===== config.mk =====
export PLATFORM = sky130hd
export DESIGN_NAME = vga_sync_monitor
export DESIGN_NICKNAME = d
export VERILOG_FILES = /design/src/rtl/vga_sync_monitor.sv
export SDC_FILE = /design/constraint.sdc
export NUM_CORES = 1
export LEC_CHECK = 0
export ABC_AREA = 0
export CORE_AREA = 2 2 97 99
export CTS_CLUSTER_DIAMETER = 100
export DETAILED_ROUTE_END_ITERATION = 6
export DIE_AREA = 0 0 99 101
export PLACE_DENSITY = 0.73
export SLEW_MARGIN = 40
export SYNTH_ARGS = -nofsm -noshare
export SYNTH_HDL_FRONTEND = slang
export SYNTH_SLANG_ARGS = --single-unit

===== constraint.sdc =====
create_clock -name clk -period 5.1 [get_ports clk]
set_input_delay 0.51 -clock clk [delete_from_list [all_inputs] [get_ports clk]]
set_output_delay 0.51 -clock clk [all_outputs]
set_load 0.05 [all_outputs]

===== src/rtl/vga_sync_monitor.sv =====
// Receive-side VGA timing monitor: measures hsync/vsync periods, locks after good frames
// and recovers x/y/video_on. Define VGA_MON_PULSE_CHECK_EN to also check sync pulse widths.
module vga_sync_monitor #(
  parameter int H_TOTAL      = 800,
  parameter int H_DISPLAY    = 640,
  parameter int H_SYNC_START = 656,
  parameter int H_SYNC_WIDTH = 96,
  parameter int V_TOTAL      = 525,
  parameter int V_DISPLAY    = 480,
  parameter int V_SYNC_START = 513,
  parameter int V_SYNC_WIDTH = 2,
  parameter int LOCK_FRAMES  = 2
) (
  input  logic        clk,
  input  logic        reset,
  input  logic        p_tick,
  input  logic        hsync_in,
  input  logic        vsync_in,
  output logic        locked,
  output logic [9:0]  x,
  output logic [9:0]  y,
  output logic        video_on,
  output logic [10:0] line_len,
  output logic [10:0] frame_lines,
  output logic [7:0]  err_count
);

  localparam logic [10:0] CNT_MAX     = 11'h7FF;
  localparam logic [10:0] TIMEOUT_PRE = 11'h7FE;
  localparam logic [10:0] H_TOTAL_W   = 11'(H_TOTAL);
  localparam logic [10:0] V_TOTAL_W   = 11'(V_TOTAL);
  localparam logic [9:0]  H_LAST      = 10'(H_TOTAL - 1);
  localparam logic [9:0]  H_SS        = 10'(H_SYNC_START);
  localparam logic [9:0]  H_DISP      = 10'(H_DISPLAY);
  localparam logic [9:0]  V_LAST      = 10'(V_TOTAL - 1);
  localparam logic [9:0]  V_SS        = 10'(V_SYNC_START);
  localparam logic [9:0]  V_DISP      = 10'(V_DISPLAY);
  localparam logic [3:0]  LOCK_W      = 4'(LOCK_FRAMES);

  if (LOCK_FRAMES < 1 || LOCK_FRAMES > 15) begin : g_bad_lock
    $error("LOCK_FRAMES must be 1..15");
  end
  if (H_TOTAL > 1024 || H_SYNC_START + H_SYNC_WIDTH > H_TOTAL) begin : g_bad_h
    $error("horizontal timing does not fit the 10-bit column counter");
  end
  if (V_TOTAL > 1024 || V_SYNC_START + V_SYNC_WIDTH > V_TOTAL) begin : g_bad_v
    $error("vertical timing does not fit the 10-bit row counter");
  end

  typedef enum logic [1:0] {
    S_SEARCH  = 2'd0,
    S_ACQUIRE = 2'd1,
    S_LOCKED  = 2'd2
  } state_t;

  logic        hs_prev_q, hs_prev_d, vs_prev_q, vs_prev_d;
  logic [10:0] h_meas_q, h_meas_d, v_meas_q, v_meas_d;
  logic        h_valid_q, h_valid_d;
  logic [10:0] line_len_q, line_len_d, frame_lines_q, frame_lines_d;
  logic [9:0]  x_q, x_d, y_q, y_d;
  logic [7:0]  err_count_q, err_count_d;

  state_t      state_q;
  logic [3:0]  good_cnt_q;
  logic        v_valid_q;
  logic        locked_q, video_on_q;

  logic        h_edge, v_edge, line_done, x_wrap, vis_d;
  logic [10:0] line_meas, v_meas_cnt;
  logic [3:0]  good_inc;
  logic        err_line, err_timeout, err_frame, err_pulse, err_any;

  assign h_edge      = p_tick && hsync_in && !hs_prev_q;
  assign v_edge      = p_tick && vsync_in && !vs_prev_q;
  assign line_done   = h_edge && h_valid_q;
  assign line_meas   = h_meas_q + 11'd1;
  // A line closing on the same tick as vsync belongs to the frame being closed.
  assign v_meas_cnt  = (line_done && v_meas_q != CNT_MAX) ? v_meas_q + 11'd1 : v_meas_q;
  assign err_line    = line_done && (line_meas != H_TOTAL_W);
  assign err_timeout = p_tick && !h_edge && h_valid_q && (h_meas_q == TIMEOUT_PRE);
  assign err_frame   = v_edge && v_valid_q && (v_meas_cnt != V_TOTAL_W);
  assign err_any     = err_line || err_timeout || err_frame || err_pulse;
  assign x_wrap      = !h_edge && (x_q == H_LAST);
  assign good_inc    = good_cnt_q + 4'd1;

`ifdef VGA_MON_PULSE_CHECK_EN
  localparam logic [10:0] HSW_W = 11'(H_SYNC_WIDTH);
  localparam logic [10:0] VSW_W = 11'(V_SYNC_WIDTH);

  logic [10:0] hw_q, vw_q;
  logic        hw_arm_q, vw_arm_q;
  logic        h_fall, v_fall;

  assign h_fall    = p_tick && !hsync_in && hs_prev_q;
  assign v_fall    = p_tick && !vsync_in && vs_prev_q;
  assign err_pulse = (h_fall && hw_arm_q && hw_q != HSW_W) ||
                     (v_fall && vw_arm_q && vw_q != VSW_W);

  // vsync width is counted in hsync edges seen while vsync is high.
  always_ff @(posedge clk) begin
    if (reset) begin
      hw_q     <= '0;
      vw_q     <= '0;
      hw_arm_q <= 1'b0;
      vw_arm_q <= 1'b0;
    end else if (p_tick) begin
      if (h_edge) begin
        hw_q     <= 11'd1;
        hw_arm_q <= 1'b1;
      end else if (hsync_in && hs_prev_q) begin
        if (hw_q != CNT_MAX) hw_q <= hw_q + 11'd1;
      end else if (h_fall) begin
        hw_arm_q <= 1'b0;
      end
      if (v_edge) begin
        vw_q     <= {10'd0, h_edge};
        vw_arm_q <= 1'b1;
      end else if (vsync_in && h_edge) begin
        if (vw_q != CNT_MAX) vw_q <= vw_q + 11'd1;
      end else if (v_fall) begin
        vw_arm_q <= 1'b0;
      end
    end
  end
`else
  assign err_pulse = 1'b0;
`endif

  always_comb begin
    hs_prev_d     = hs_prev_q;
    vs_prev_d     = vs_prev_q;
    h_meas_d      = h_meas_q;
    h_valid_d     = h_valid_q;
    v_meas_d      = v_meas_q;
    line_len_d    = line_len_q;
    frame_lines_d = frame_lines_q;
    x_d           = x_q;
    y_d           = y_q;
    err_count_d   = err_count_q;
    if (p_tick) begin
      hs_prev_d = hsync_in;
      vs_prev_d = vsync_in;
      if (h_edge)                 h_meas_d = '0;
      else if (h_meas_q != CNT_MAX) h_meas_d = h_meas_q + 11'd1;
      // An hsync edge always (re)starts measurement, even on an error tick.
      if (h_edge)       h_valid_d = 1'b1;
      else if (err_any) h_valid_d = 1'b0;
      if (line_done) line_len_d = line_meas;
      v_meas_d = v_edge ? 11'd0 : v_meas_cnt;
      if (v_edge) frame_lines_d = v_meas_cnt;
      if (h_edge)      x_d = H_SS;
      else if (x_wrap) x_d = '0;
      else             x_d = x_q + 10'd1;
      if (v_edge)      y_d = V_SS;
      else if (x_wrap) y_d = (y_q == V_LAST) ? 10'd0 : y_q + 10'd1;
      if (err_any && err_count_q != 8'hFF) err_count_d = err_count_q + 8'd1;
    end
  end

  assign vis_d = (x_d < H_DISP) && (y_d < V_DISP);

  always_ff @(posedge clk) begin
    if (reset) begin
      hs_prev_q     <= 1'b0;
      vs_prev_q     <= 1'b0;
      h_meas_q      <= '0;
      h_valid_q     <= 1'b0;
      v_meas_q      <= '0;
      line_len_q    <= '0;
      frame_lines_q <= '0;
      x_q           <= '0;
      y_q           <= '0;
      err_count_q   <= '0;
    end else begin
      hs_prev_q     <= hs_prev_d;
      vs_prev_q     <= vs_prev_d;
      h_meas_q      <= h_meas_d;
      h_valid_q     <= h_valid_d;
      v_meas_q      <= v_meas_d;
      line_len_q    <= line_len_d;
      frame_lines_q <= frame_lines_d;
      x_q           <= x_d;
      y_q           <= y_d;
      err_count_q   <= err_count_d;
    end
  end

  // The frame that starts on the ACQUIRE-entry edge only arms checking;
  // good frames are counted from the next one on.
  always_ff @(posedge clk) begin
    if (reset) begin
      state_q    <= S_SEARCH;
      good_cnt_q <= '0;
      v_valid_q  <= 1'b0;
      locked_q   <= 1'b0;
      video_on_q <= 1'b0;
    end else if (p_tick) begin
      if (err_any) begin
        state_q    <= S_SEARCH;
        good_cnt_q <= '0;
        v_valid_q  <= 1'b0;
        locked_q   <= 1'b0;
        video_on_q <= 1'b0;
      end else begin
        video_on_q <= locked_q && vis_d;
        if (v_edge) begin
          unique case (state_q)
            S_SEARCH: begin
              state_q    <= S_ACQUIRE;
              good_cnt_q <= '0;
            end
            S_ACQUIRE: begin
              v_valid_q <= 1'b1;
              if (v_valid_q) begin
                good_cnt_q <= good_inc;
                if (good_inc >= LOCK_W) begin
                  state_q    <= S_LOCKED;
                  locked_q   <= 1'b1;
                  video_on_q <= vis_d;
                end
              end
            end
            S_LOCKED: v_valid_q <= 1'b1;
            default: begin
              state_q    <= S_SEARCH;
              good_cnt_q <= '0;
              locked_q   <= 1'b0;
              video_on_q <= 1'b0;
            end
          endcase
        end
      end
    end
  end

  assign locked      = locked_q;
  assign video_on    = video_on_q;
  assign x           = x_q;
  assign y           = y_q;
  assign line_len    = line_len_q;
  assign frame_lines = frame_lines_q;
  assign err_count   = err_count_q;

endmodule


==> implementation parameters <==
Parameter                              Value

Status
  Run status    finished clean

Critical path
  Critical Path AT    about 3.6 ns
  CP Capture Type    flop
  FF-to-FF Start    v_meas_q[0]$_SDFFE_PP0P_
  Worst setup SP type    input port
  Worst-path maximum fanout    30
  Worst-case reg-to-reg path depth    8
  Category of the critical setup timing path    in -> reg
  FF-to-FF setup slack    between 1.5 and 2 ns
  Endpoint of the lowest-slack register-to-register path    err_count[4]$_SDFFE_PP0P_
  Req. time, crit path    5.36 ns

GRT
  Largest net degree at the start of global routing    72
  Layer with the highest usage    met2
  Met2 routing resource usage after global routing    a little over a third
  Number of global-route vias before repair    between 3000 and 4000
  Global-route wire length before repair    between 15 and 20 mm
  Number of antenna violations at the first check in global routing    0
  Routing usage on met1    27.50%
  GRT Util Overall    between 20% and 30%
  Met3 demand-to-capacity share in global routing    3.883%
  Total gr overflow    0

Detailed routing
  Via count    around 4100
  Number of DRC markers in iteration 0    152
  Wire length after detailed routing    about 10 mm
  Per-cell routed wire length    between 15 and 20 um
  Detailed-route vias per instance    about 5.9
  Number of detailed-routing iterations run before antenna repair    6
  DRT antenna net count    0
  Detailed-route DRC error count    0

Placed design
  RD Place Congestion    roughly 0.90
  Total placed instance area    approximately 5000 um^2
  PortBufs    between 50 and 60
  Dpl hpwl    7.220 mm

Layout
  Synth-to-layout area growth    18.56%
  Final-stage net count    between 500 and 600
  Number of filler cells placed in the layout    between 700 and 800
  Layout cells sized above 1    between 6 and 7%
  N_diodes    0
  Final std cell area, no fill    between 5000 and 6000 um^2

CTS
  TritonCTS clock tree    built
  Deepest clock path buffer count    2
  PostCTS Resize Cnt    0
  Clk Tree Root Cell    clkbuf_8
  Clock sink total    84
  Post-CTS setup-driven buffer insertion count    0
  Worst-skew pair later-pin latency    0.37 ns
  CTS Buf Count    9
  Number of buffers inserted by hold repair at cts    0
  Clock H-tree levels    3
  Worst-path clk slew    0.09 ns

Synthesis
  Number of enable-type register cells in the synthesized netlist    0
  Number of synthesis warnings    0
  Share of the synthesized area in the top cell type    38.07%
  Synthesized area    4417 um^2
  Number of cells produced by synthesis    around 530
  Synthesis-stage register bit count    84
  Predominant post-synthesis flop cell    dfxtp_1
  Async set-or-reset flop fraction in the synthesized netlist    0%
  Number of nets in the synthesized netlist    554
  Dominant cells by area after synthesis    dfxtp_1 (38%), nor2_1 (7.0%), a21oi_1 (4.5%), ha_1 (4.2%), a211oi_1 (3.4%)
  Unique cell type count in the Yosys netlist    70
  Mean instance size in the synthesized netlist    ~8.3 um^2
  Share of synthesized area occupied by flip-flops and latches    about two fifths
  Cell taking the most area after synthesis    dfxtp_1

Timing
  Setup violation total in the final timing report    0
  Max transition margin    just over 50%
  Setup TNS    0 ns
  Number of hold violations in the final report    0
  Setup skew after layout    0.01539 ns
  Worst hold-check slack    about 0.47 ns
  Final critical-path required period    3.365 ns
  Number of max-slew violations in the final report    0
  Unrepaired setup endpoints after global routing    no
  Fmax achieved    slightly below 300 MHz
  Final Cycle Share    around two thirds
  Slew at the pin with the worst max-slew slack    0.7397 ns

Floorplan
  DIE AREA    about 10000 um^2
  Initial standard-cell utilization of the core    approximately half
  Die extent in x    approximately 100 um
  Top-Level Pins    57
  Die extent in y    just over 100 um
  Placeable core area    roughly 9000 um^2
  Number of core rows    35

Worst hold path
  Depth of the worst hold-timing path    2
  Hold/Removal Path Class    reg -> reg
  Hold path start    frame_lines[8]$_SDFFE_PP0P_
  Endpoint with the worst hold slack    frame_lines[8]$_SDFFE_PP0P_

Pwr
  Peak supply drop    roughly 0.00014 V
  Standby leakage power    approximately 1.8 nW
  Power density of the placed cells    roughly 250 nW/um^2

Run
  Number of max-cap violations    0
==> Yosys cell counts (2+ instances only) <==
cell and n:
a31oi_1 4, inv_1 15, or4_1 2, mux2_1 4
a21oi_1 40, nor3_1 12, xnor2_1 12, nand3b_1 4
xor2_1 8, ha_1 15, mux2_2 3, clkbuf_1 20
nor4_1 3, and3_1 9, buf_1 3, and4_1 5
o21bai_1 2, o31ai_1 3, nor2_1 82, a211oi_1 20
nand2_1 32, o21a_1 2, or3_1 9, a22oi_1 2
o41ai_1 3, nand2b_1 5, mux2i_1 9, o31ai_4 2
nand4b_1 4, and2_1 4, nand3_1 24, nor2b_1 13
buf_2 2, or3b_2 2, and4b_1 2, nand4_1 12
o21ai_0 22, nor3b_1 3, dfxtp_1 84, o32ai_1 2
==> cells by family (layout without fill, tap and decap cells) <==
family / after synthesis / after routing / synth area share [%]
mux: 16 / 16 / 3.824
simple gates: 235 / 235 / 27.56
compound gates: 122 / 122 / 18.50
fa+ha+maj: 15 / 15 / 4.249
xor+xnor: 20 / 20 / 3.966
buf+inv: 42 / 89 / 3.824
flops: 84 / 84 / 38.07
==> routing by layer <==
metal	vias up	part of all wire, %	routed length [um]
met2	107	48	5018
met1	1947	46	4833
met3	15	4.3	446
met4	0	1.7	173
li1	2014	-	-
met5	-	0	0
==> state kept, by name, indices dropped and copies added, names as in the netlist <==
name and cells:
frame_lines 11, h_meas_q 11, line_len 11, v_meas_q 11, x 10, y 10
err_count 8, good_cnt_q 4, state_q 2, h_valid_q 1, hs_prev_q 1, locked 1
v_valid_q 1, video_on 1, vs_prev_q 1
==> cell type report <==
cell class,count,area [um^2],share of cell area (%)
clock inverters,5,78.83,1.505
flip-flops and latches,84,1682,32.11
inverters,15,56.30,1.075
clock buffers,9,123.9,2.366
repair buffers,60,585.6,11.18
well taps,111,138.9,2.652
multi-input cells,408,2571,49.10
==> metrics by stage <==
stage               setup WS (ns)  power, mW  instances  utilization [%]
floorplan                   2.209     0.7932        534                -
global placement            1.428     0.8344        678            56.07
detailed placement          1.365     0.8367        678            56.07
CTS                         1.742      1.340        692            58.33
global route                1.579      1.386        692            58.33
finish                      1.735      1.331        692            58.33
==> worst max-delay path by stage <==
stage / startpoint / endpoint / slack [ns] / depth (start not counted)
2_1_floorplan: x[0]$_SDFFE_PP0P_ / y[2]$_SDFFE_PP0P_ / 2.21 / 8
3_3_place_gp: p_tick / err_count[0]$_SDFFE_PP0P_ / 1.43 / 9
3_5_place_dp: p_tick / err_count[4]$_SDFFE_PP0P_ / 1.37 / 9
4_1_cts: p_tick / err_count[4]$_SDFFE_PP0P_ / 1.74 / 9
5_1_grt: p_tick / err_count[4]$_SDFFE_PP0P_ / 1.58 / 9
6_report: p_tick / err_count[4]$_SDFFE_PP0P_ / 1.74 / 9
==> cell usage in the layout, fill, tap and decap left out, types with 3 or more instances in the layout <==
cell type	instances
dfxtp_1	84
nor2_1	82
clkdlybuf4s50_1	55
a21oi_1	40
nand2_1	32
nand3_1	24
o21ai_0	22
a211oi_1	20
inv_1	15
ha_1	15
nor2b_1	13
xnor2_1	12
nand4_1	12
nor3_1	12
and3_1	9
mux2i_1	9
or3_1	9
clkbuf_8	9
xor2_1	8
and4_1	5
nand2b_1	5
and2_1	4
nand3b_1	4
nand4b_1	4
a31oi_1	4
mux2_1	4
buf_4	4
mux2_2	3
o31ai_1	3
o41ai_1	3
nor4_1	3
==> where the power goes <==
group          leakage, nW  total (mW)  switching, mW  internal (mW)
clock                0.105       0.510          0.240          0.270
sequential           0.680       0.682         0.0128          0.669
combinational        0.996       0.139         0.0940         0.0454
==> worst max-delay path: stages <==
cell and delay, ns:
clkdlybuf4s50_1 0.46, buf_4 0.24, and4b_4 0.51, nand4_1 0.16, mux2i_1 0.25, or4b_4 0.52
o31ai_4 0.45, a211oi_1 0.16, mux2_1 0.35
Power figures use the tool's default switching activity.
